**src/rtl/video_timing_gen.sv**
```systemverilog
// video_timing_gen
// Raster timing generator for the HDMI/DVI output path (pixel clock domain).
//
// Two timelines come out of one pair of raster counters:
//   - request timeline (o_req, o_req_x/y, o_newline, o_newframe): decoded
//     combinationally from the counters, used to prefetch pixels from the
//     frame buffer.
//   - display timeline (o_de, o_hsync, o_vsync, o_x/y): the same information
//     delayed LATENCY cycles so it meets the fetched pixel data at the TMDS
//     encoders.
//
// Ports
//   clk_pixel   pixel clock, the only clock
//   rst         synchronous active-low reset
//   i_run       1 = generate frames; sampled in IDLE and on the last frame cycle
//   o_req       request timeline inside active area
//   o_req_x/y   request coordinates (raw counter values)
//   o_newline   request timeline at last active pixel of any line
//   o_newframe  request timeline at last active pixel of last active line
//   o_de        display enable (o_req delayed LATENCY)
//   o_hsync     horizontal sync at HS_POL, delayed LATENCY
//   o_vsync     vertical sync at VS_POL, delayed LATENCY
//   o_x/y       o_req_x/y delayed LATENCY
module video_timing_gen #(
  parameter int H_ACTIVE = 640,
  parameter int H_FP     = 16,
  parameter int H_SYNC   = 96,
  parameter int H_BP     = 48,
  parameter int V_ACTIVE = 480,
  parameter int V_FP     = 10,
  parameter int V_SYNC   = 2,
  parameter int V_BP     = 33,
  parameter bit HS_POL   = 1'b1,
  parameter bit VS_POL   = 1'b1,
  parameter int LATENCY  = 2,
  localparam int HT = H_ACTIVE + H_FP + H_SYNC + H_BP,
  localparam int VT = V_ACTIVE + V_FP + V_SYNC + V_BP,
  localparam int CW = $clog2((HT > VT) ? HT : VT)
) (
  input  logic          clk_pixel,
  input  logic          rst,
  input  logic          i_run,
  output logic          o_req,
  output logic [CW-1:0] o_req_x,
  output logic [CW-1:0] o_req_y,
  output logic          o_newline,
  output logic          o_newframe,
  output logic          o_de,
  output logic          o_hsync,
  output logic          o_vsync,
  output logic [CW-1:0] o_x,
  output logic [CW-1:0] o_y
);

  localparam logic [CW-1:0] ONE     = CW'(1);
  localparam logic [CW-1:0] H_ACT   = CW'(H_ACTIVE);
  localparam logic [CW-1:0] H_ALAST = CW'(H_ACTIVE - 1);
  localparam logic [CW-1:0] H_SBEG  = CW'(H_ACTIVE + H_FP);
  localparam logic [CW-1:0] H_SEND  = CW'(H_ACTIVE + H_FP + H_SYNC);
  localparam logic [CW-1:0] H_LAST  = CW'(HT - 1);
  localparam logic [CW-1:0] V_ACT   = CW'(V_ACTIVE);
  localparam logic [CW-1:0] V_ALAST = CW'(V_ACTIVE - 1);
  localparam logic [CW-1:0] V_SBEG  = CW'(V_ACTIVE + V_FP);
  localparam logic [CW-1:0] V_SEND  = CW'(V_ACTIVE + V_FP + V_SYNC);
  localparam logic [CW-1:0] V_LAST  = CW'(VT - 1);

  typedef enum logic {ST_IDLE, ST_RUN} state_t;

  // One display-pipeline stage; the valid (req) bit travels in vld_pipe.
  typedef struct packed {
    logic          hs;
    logic          vs;
    logic [CW-1:0] x;
    logic [CW-1:0] y;
  } disp_t;

  state_t        state;
  logic [CW-1:0] cx, cy;
  logic          h_last, v_last;
  logic          running;
  logic          req_raw, hs_raw, vs_raw;
  disp_t         dsp_in, dsp_d;
  logic          de_d;

  assign h_last = (cx == H_LAST);
  assign v_last = (cy == V_LAST);

  // Counters only move in RUN. Entering RUN leaves them at (0,0) for the
  // first cycle; leaving RUN happens on the wrap edge so they are already 0.
  always_ff @(posedge clk_pixel) begin
    if (!rst) begin
      state <= ST_IDLE;
      cx    <= '0;
      cy    <= '0;
    end else begin
      case (state)
        ST_IDLE: if (i_run) state <= ST_RUN;
        ST_RUN: begin
          if (h_last) begin
            cx <= '0;
            if (v_last) begin
              cy <= '0;
              if (!i_run) state <= ST_IDLE;
            end else begin
              cy <= cy + ONE;
            end
          end else begin
            cx <= cx + ONE;
          end
        end
        default: state <= ST_IDLE;
      endcase
    end
  end

  // Gating by rst makes the decoded pulses drop as soon as reset is
  // asserted, not one edge later.
  assign running = (state == ST_RUN) && rst;
  assign req_raw = running && (cx < H_ACT) && (cy < V_ACT);
  assign hs_raw  = running && (cx >= H_SBEG) && (cx < H_SEND);
  assign vs_raw  = running && (cy >= V_SBEG) && (cy < V_SEND);

  assign o_req      = req_raw;
  assign o_req_x    = cx;
  assign o_req_y    = cy;
  assign o_newline  = running && (cx == H_ALAST);
  assign o_newframe = running && (cx == H_ALAST) && (cy == V_ALAST);

  always_comb begin
    dsp_in    = '0;
    dsp_in.hs = hs_raw;
    dsp_in.vs = vs_raw;
    dsp_in.x  = cx;
    dsp_in.y  = cy;
  end

  // Display delay line. It keeps shifting in IDLE so it drains to the
  // inactive state LATENCY cycles after a stop.
  generate
    if (LATENCY == 0) begin : g_nopipe
      assign de_d  = req_raw;
      assign dsp_d = dsp_in;
    end else begin : g_pipe
      logic [LATENCY:1] vld_pipe;
      disp_t            dsp_pipe [LATENCY:1];

      always_ff @(posedge clk_pixel) begin
        if (!rst) begin
          vld_pipe <= '0;
          for (int i = 1; i <= LATENCY; i++) dsp_pipe[i] <= '0;
        end else begin
          vld_pipe[1] <= req_raw;
          dsp_pipe[1] <= dsp_in;
          for (int i = 2; i <= LATENCY; i++) begin
            vld_pipe[i] <= vld_pipe[i-1];
            dsp_pipe[i] <= dsp_pipe[i-1];
          end
        end
      end

      assign de_d  = vld_pipe[LATENCY];
      assign dsp_d = dsp_pipe[LATENCY];
    end
  endgenerate

  // Display outputs forced to their idle values while reset is held, which
  // also covers LATENCY=0 where they would otherwise follow the counters.
  assign o_de    = rst & de_d;
  assign o_hsync = (rst & dsp_d.hs) ? HS_POL : ~HS_POL;
  assign o_vsync = (rst & dsp_d.vs) ? VS_POL : ~VS_POL;
  assign o_x     = rst ? dsp_d.x : '0;
  assign o_y     = rst ? dsp_d.y : '0;

endmodule

```
**config.mk**
```make
export PLATFORM = sky130hd
export DESIGN_NAME = video_timing_gen
export DESIGN_NICKNAME = d
export VERILOG_FILES = /design/src/rtl/video_timing_gen.sv
export SDC_FILE = /design/constraint.sdc
export NUM_CORES = 1
export LEC_CHECK = 0
export CORE_MARGIN = 4
export CORE_UTILIZATION = 40
export CTS_BUF_LIST = sky130_fd_sc_hd__clkbuf_16
export DETAILED_ROUTE_END_ITERATION = 10
export DONT_BUFFER_PORTS = 1
export PLACE_DENSITY_LB_ADDON = 0.08
export SYNTH_ARGS = -nofsm -noshare
export SYNTH_HDL_FRONTEND = slang
export SYNTH_SLANG_ARGS = --single-unit
export TNS_END_PERCENT = 1
```
**constraint.sdc**
```tcl
create_clock -name clk_pixel -period 1.7 [get_ports clk_pixel]
set_input_delay 0.255 -clock clk_pixel [delete_from_list [all_inputs] [get_ports clk_pixel]]
set_output_delay 0.255 -clock clk_pixel [all_outputs]
set_load 0.02 [all_outputs]
```
==> metrics.txt <==
Mapped Area around 2600 um2; total die area between 7000 and 8000 um2; synth unique cells 39; initial antenna violation count 0; Seq cells post-synth 67; Clk Latency, worst-skew pair 0.32 ns; DRT Wirelength approximately 5.3 mm; fin crit share 0.992; Initial Util 0.421; Int Power just under 3 mW; CP Buf/Inv Count 0; largest net degree at the start of global routing 80; CTS H-Tree Depth 3; Die X 87.9 um; slowest stage delay, CP approximately 0.38 ns; combinational power share 0.016; dpl ws around 0.0048 ns; final setup vio count 0; Slew Limit Fails 0; Syn Inst Count approximately 260; Placed Cells 345; Clock power frac 0.551; syn_nets between 200 and 300; vias in the first global route 1701; First-pass DRT Iterations 4; Via density 4.83; Setup Crit Path Kind reg2out; sw frac 0.188; GRT Util Overall 0.147; leakage roughly 1.4 nW; CTS buffer count 9; Mean Syn Cell Area between 9 and 10 um2; Main synth FF type dfxtp_1; Worst Setup Start Kind flip-flop; Antenna Violating Nets Remaining 0; post-layout min period 1.69 ns; sequential power share 0.432; Max clock buf depth 2; Tightest Pin Transition about 0.4 ns; slew margin rel. 0.738; Synth warnings 0; core area slightly above 6000 um2; die height around 88 um; number of port buffers 0; status finished clean; slowest cell on the critical path dfxtp_2; RSZ-0062 raised after global routing true; Sw Pwr around 0.69 mW; Area growth syn-to-layout 29.3%; Design Power 3.66 mW; crit path DAT about 1.4 ns; max cap viols 0; Worst-path clk slew 0.05 ns; post-route insts no fill 363; Remaining Overflow, GRT 0; first-pass GRT wire length about 8.6 mm; critical path cell sequence ha_4 -> nand4_1 -> nor3_2 -> and2_4; Critical Path RT roughly 1.4 ns; Inserted Diodes 0; DP Wirelength roughly 3.6 mm; CTS Hold Bufs 0; R2R setup slack ~0.060 ns; Critical Path Sink Type output pin; Worst IR Drop VDD ~0.50 mV; post-placement cell area ~2800 um2; CP Max Fanout 3; Pwr Density ~1100 nW/um2; gp weighted congestion slightly above 0.8; # rows 28; initial DRC count 79; vias roughly 1800; Peak Freq ~600 MHz; post-route design area ~3300 um2; CP top delay family simple AND/OR/NAND/NOR gates; Hold Fails Final Rpt 0; IO Pins 49; number of remaining DRC errors 0; Min-Delay Path Class in2reg; register area share after synthesis 0.525; clk sink count 67; nets between 200 and 300; asr flop ratio synth 0; proportion of layout cells with a drive suffix above 1 0.278; WL/cell ~15 um; number of synthesized flops with an enable pin 0; Setup Skew 0.00535 ns; CTS tree yes; Root Driver clkbuf_16; final worst slack around 0.013 ns
==> layer usage <==
layer,track usage,wire length [um],up-vias
met4,0.0795,83,0
met1,0.204,2560,805
met3,0.0461,354,9
li1,-,-,899
met2,0.203,2320,42
met5,0,0,-
==> synth_stat cells (2+ instances only) <==
cell / number / share of area
and3_1: 2 / 0.0049
nor3_1: 6 / 0.012
inv_1: 5 / 0.0074
or3_1: 3 / 0.0074
clkbuf_1: 10 / 0.015
nor4bb_1: 2 / 0.0078
and4_1: 3 / 0.010
nor2b_1: 3 / 0.0074
nor4b_1: 3 / 0.010
and2_1: 69 / 0.17
xor2_1: 3 / 0.010
o21ai_0: 4 / 0.0078
dfxtp_1: 67 / 0.53
nor2_1: 14 / 0.021
buf_2: 5 / 0.0098
nor4_1: 4 / 0.0098
nand2_1: 5 / 0.0074
nand4_1: 5 / 0.012
ha_1: 4 / 0.020
a21boi_0: 2 / 0.0059
nand3_1: 9 / 0.018
xnor2_1: 11 / 0.038
==> area by class of cell <==
cell class / count / area (um2)
clock buffer: 10 / 250
fill: 529 / 2760
tap: 75 / 93.8
inverter: 5 / 18.8
multi-input combinational: 168 / 1230
timing repair buffer: 32 / 248
sequential: 67 / 1370
clock inverter: 6 / 86.3
==> kinds of logic after synthesis <==
logic type,Yosys count,share of synthesized area
AOI/OAI and AO/OA,10,0.0250
xor gates and xnor gates,14,0.0480
adders and majority gates,4,0.0196
buffers and inverters,21,0.0363
DFF,67,0.525
muxes,2,0.00833
and+or+nand+nor,138,0.338
==> power groups by stage <==
stage	combinational [mW]	sequential (mW)	clock, mW
5_1_grt	0.0665	1.58	2.14
2_1_floorplan	0.0475	1.63	0
6_report	0.0596	1.58	2.02
3_3_place_gp	0.0570	1.62	0
4_1_cts	0.0593	1.58	2.07
3_5_place_dp	0.0579	1.62	0
==> path summary, 6_finish.rpt <==
check | from | to | cells past startpoint
setup / recovery | o_req_y[0]$_SDFFE_PN0P_ | o_newframe | 4
hold / removal | rst | g_pipe.dsp_pipe[2][5]$_SDFF_PN0_ | 1
setup reg to reg | o_req_y[0]$_SDFFE_PN0P_ | o_req_y[7]$_SDFFE_PN0P_ | 6
hold reg to reg | g_pipe.dsp_pipe[1][5]$_SDFF_PN0_ | g_pipe.dsp_pipe[2][5]$_SDFF_PN0_ | 1
==> placed cells by master, fill, tap and decap left out, types with 4 or more instances in the layout <==
| master | netlist | layout |
|---|---|---|
| nor2_1 | 14 | 14 |
| nand3_1 | 9 | 9 |
| dfxtp_2 | 0 | 8 |
| clkbuf_16 | 0 | 10 |
| inv_1 | 5 | 4 |
| buf_4 | 0 | 30 |
| xnor2_1 | 11 | 11 |
| dfxtp_4 | 0 | 6 |
| nand4_1 | 5 | 5 |
| dfxtp_1 | 67 | 53 |
| nand2_1 | 5 | 4 |
| and2_1 | 69 | 68 |
| o21ai_0 | 4 | 4 |
| nor3_1 | 6 | 4 |
==> timing repair <==
item,4_1_cts,5_1_grt
hold endpoints to repair,0,0
pin swaps,2,9
setup endpoints to repair,4,13
buffers inserted,1,1
gates cloned,0,0
resized for setup,5,26
==> per-stage QoR <==
stage	setup TNS (ns)	utilization	hold WS (ns)
global placement	0	0.468	0.383
floorplan	-0.0855	-	0.397
CTS	-0.0957	0.527	0.0444
finish	0	0.545	0.0596
detailed placement	0	0.468	0.383
global route	-0.180	0.545	0.0456
==> registers in the layout, summed over array words and instances, names as in the netlist <==
register         count
g_pipe.vld_pipe      2
o_req_y             10
g_pipe.dsp_pipe     44
o_req_x             10
state                1
==> worst reg2reg max path: cells and delay by family (launching register included) <==
kind / cells / cell delay (ns)
mux: 1 / 0.25
simple gates: 3 / 0.62
buf+inv: 2 / 0.27
flops: 1 / 0.38
Power figures use the tool's default switching activity.
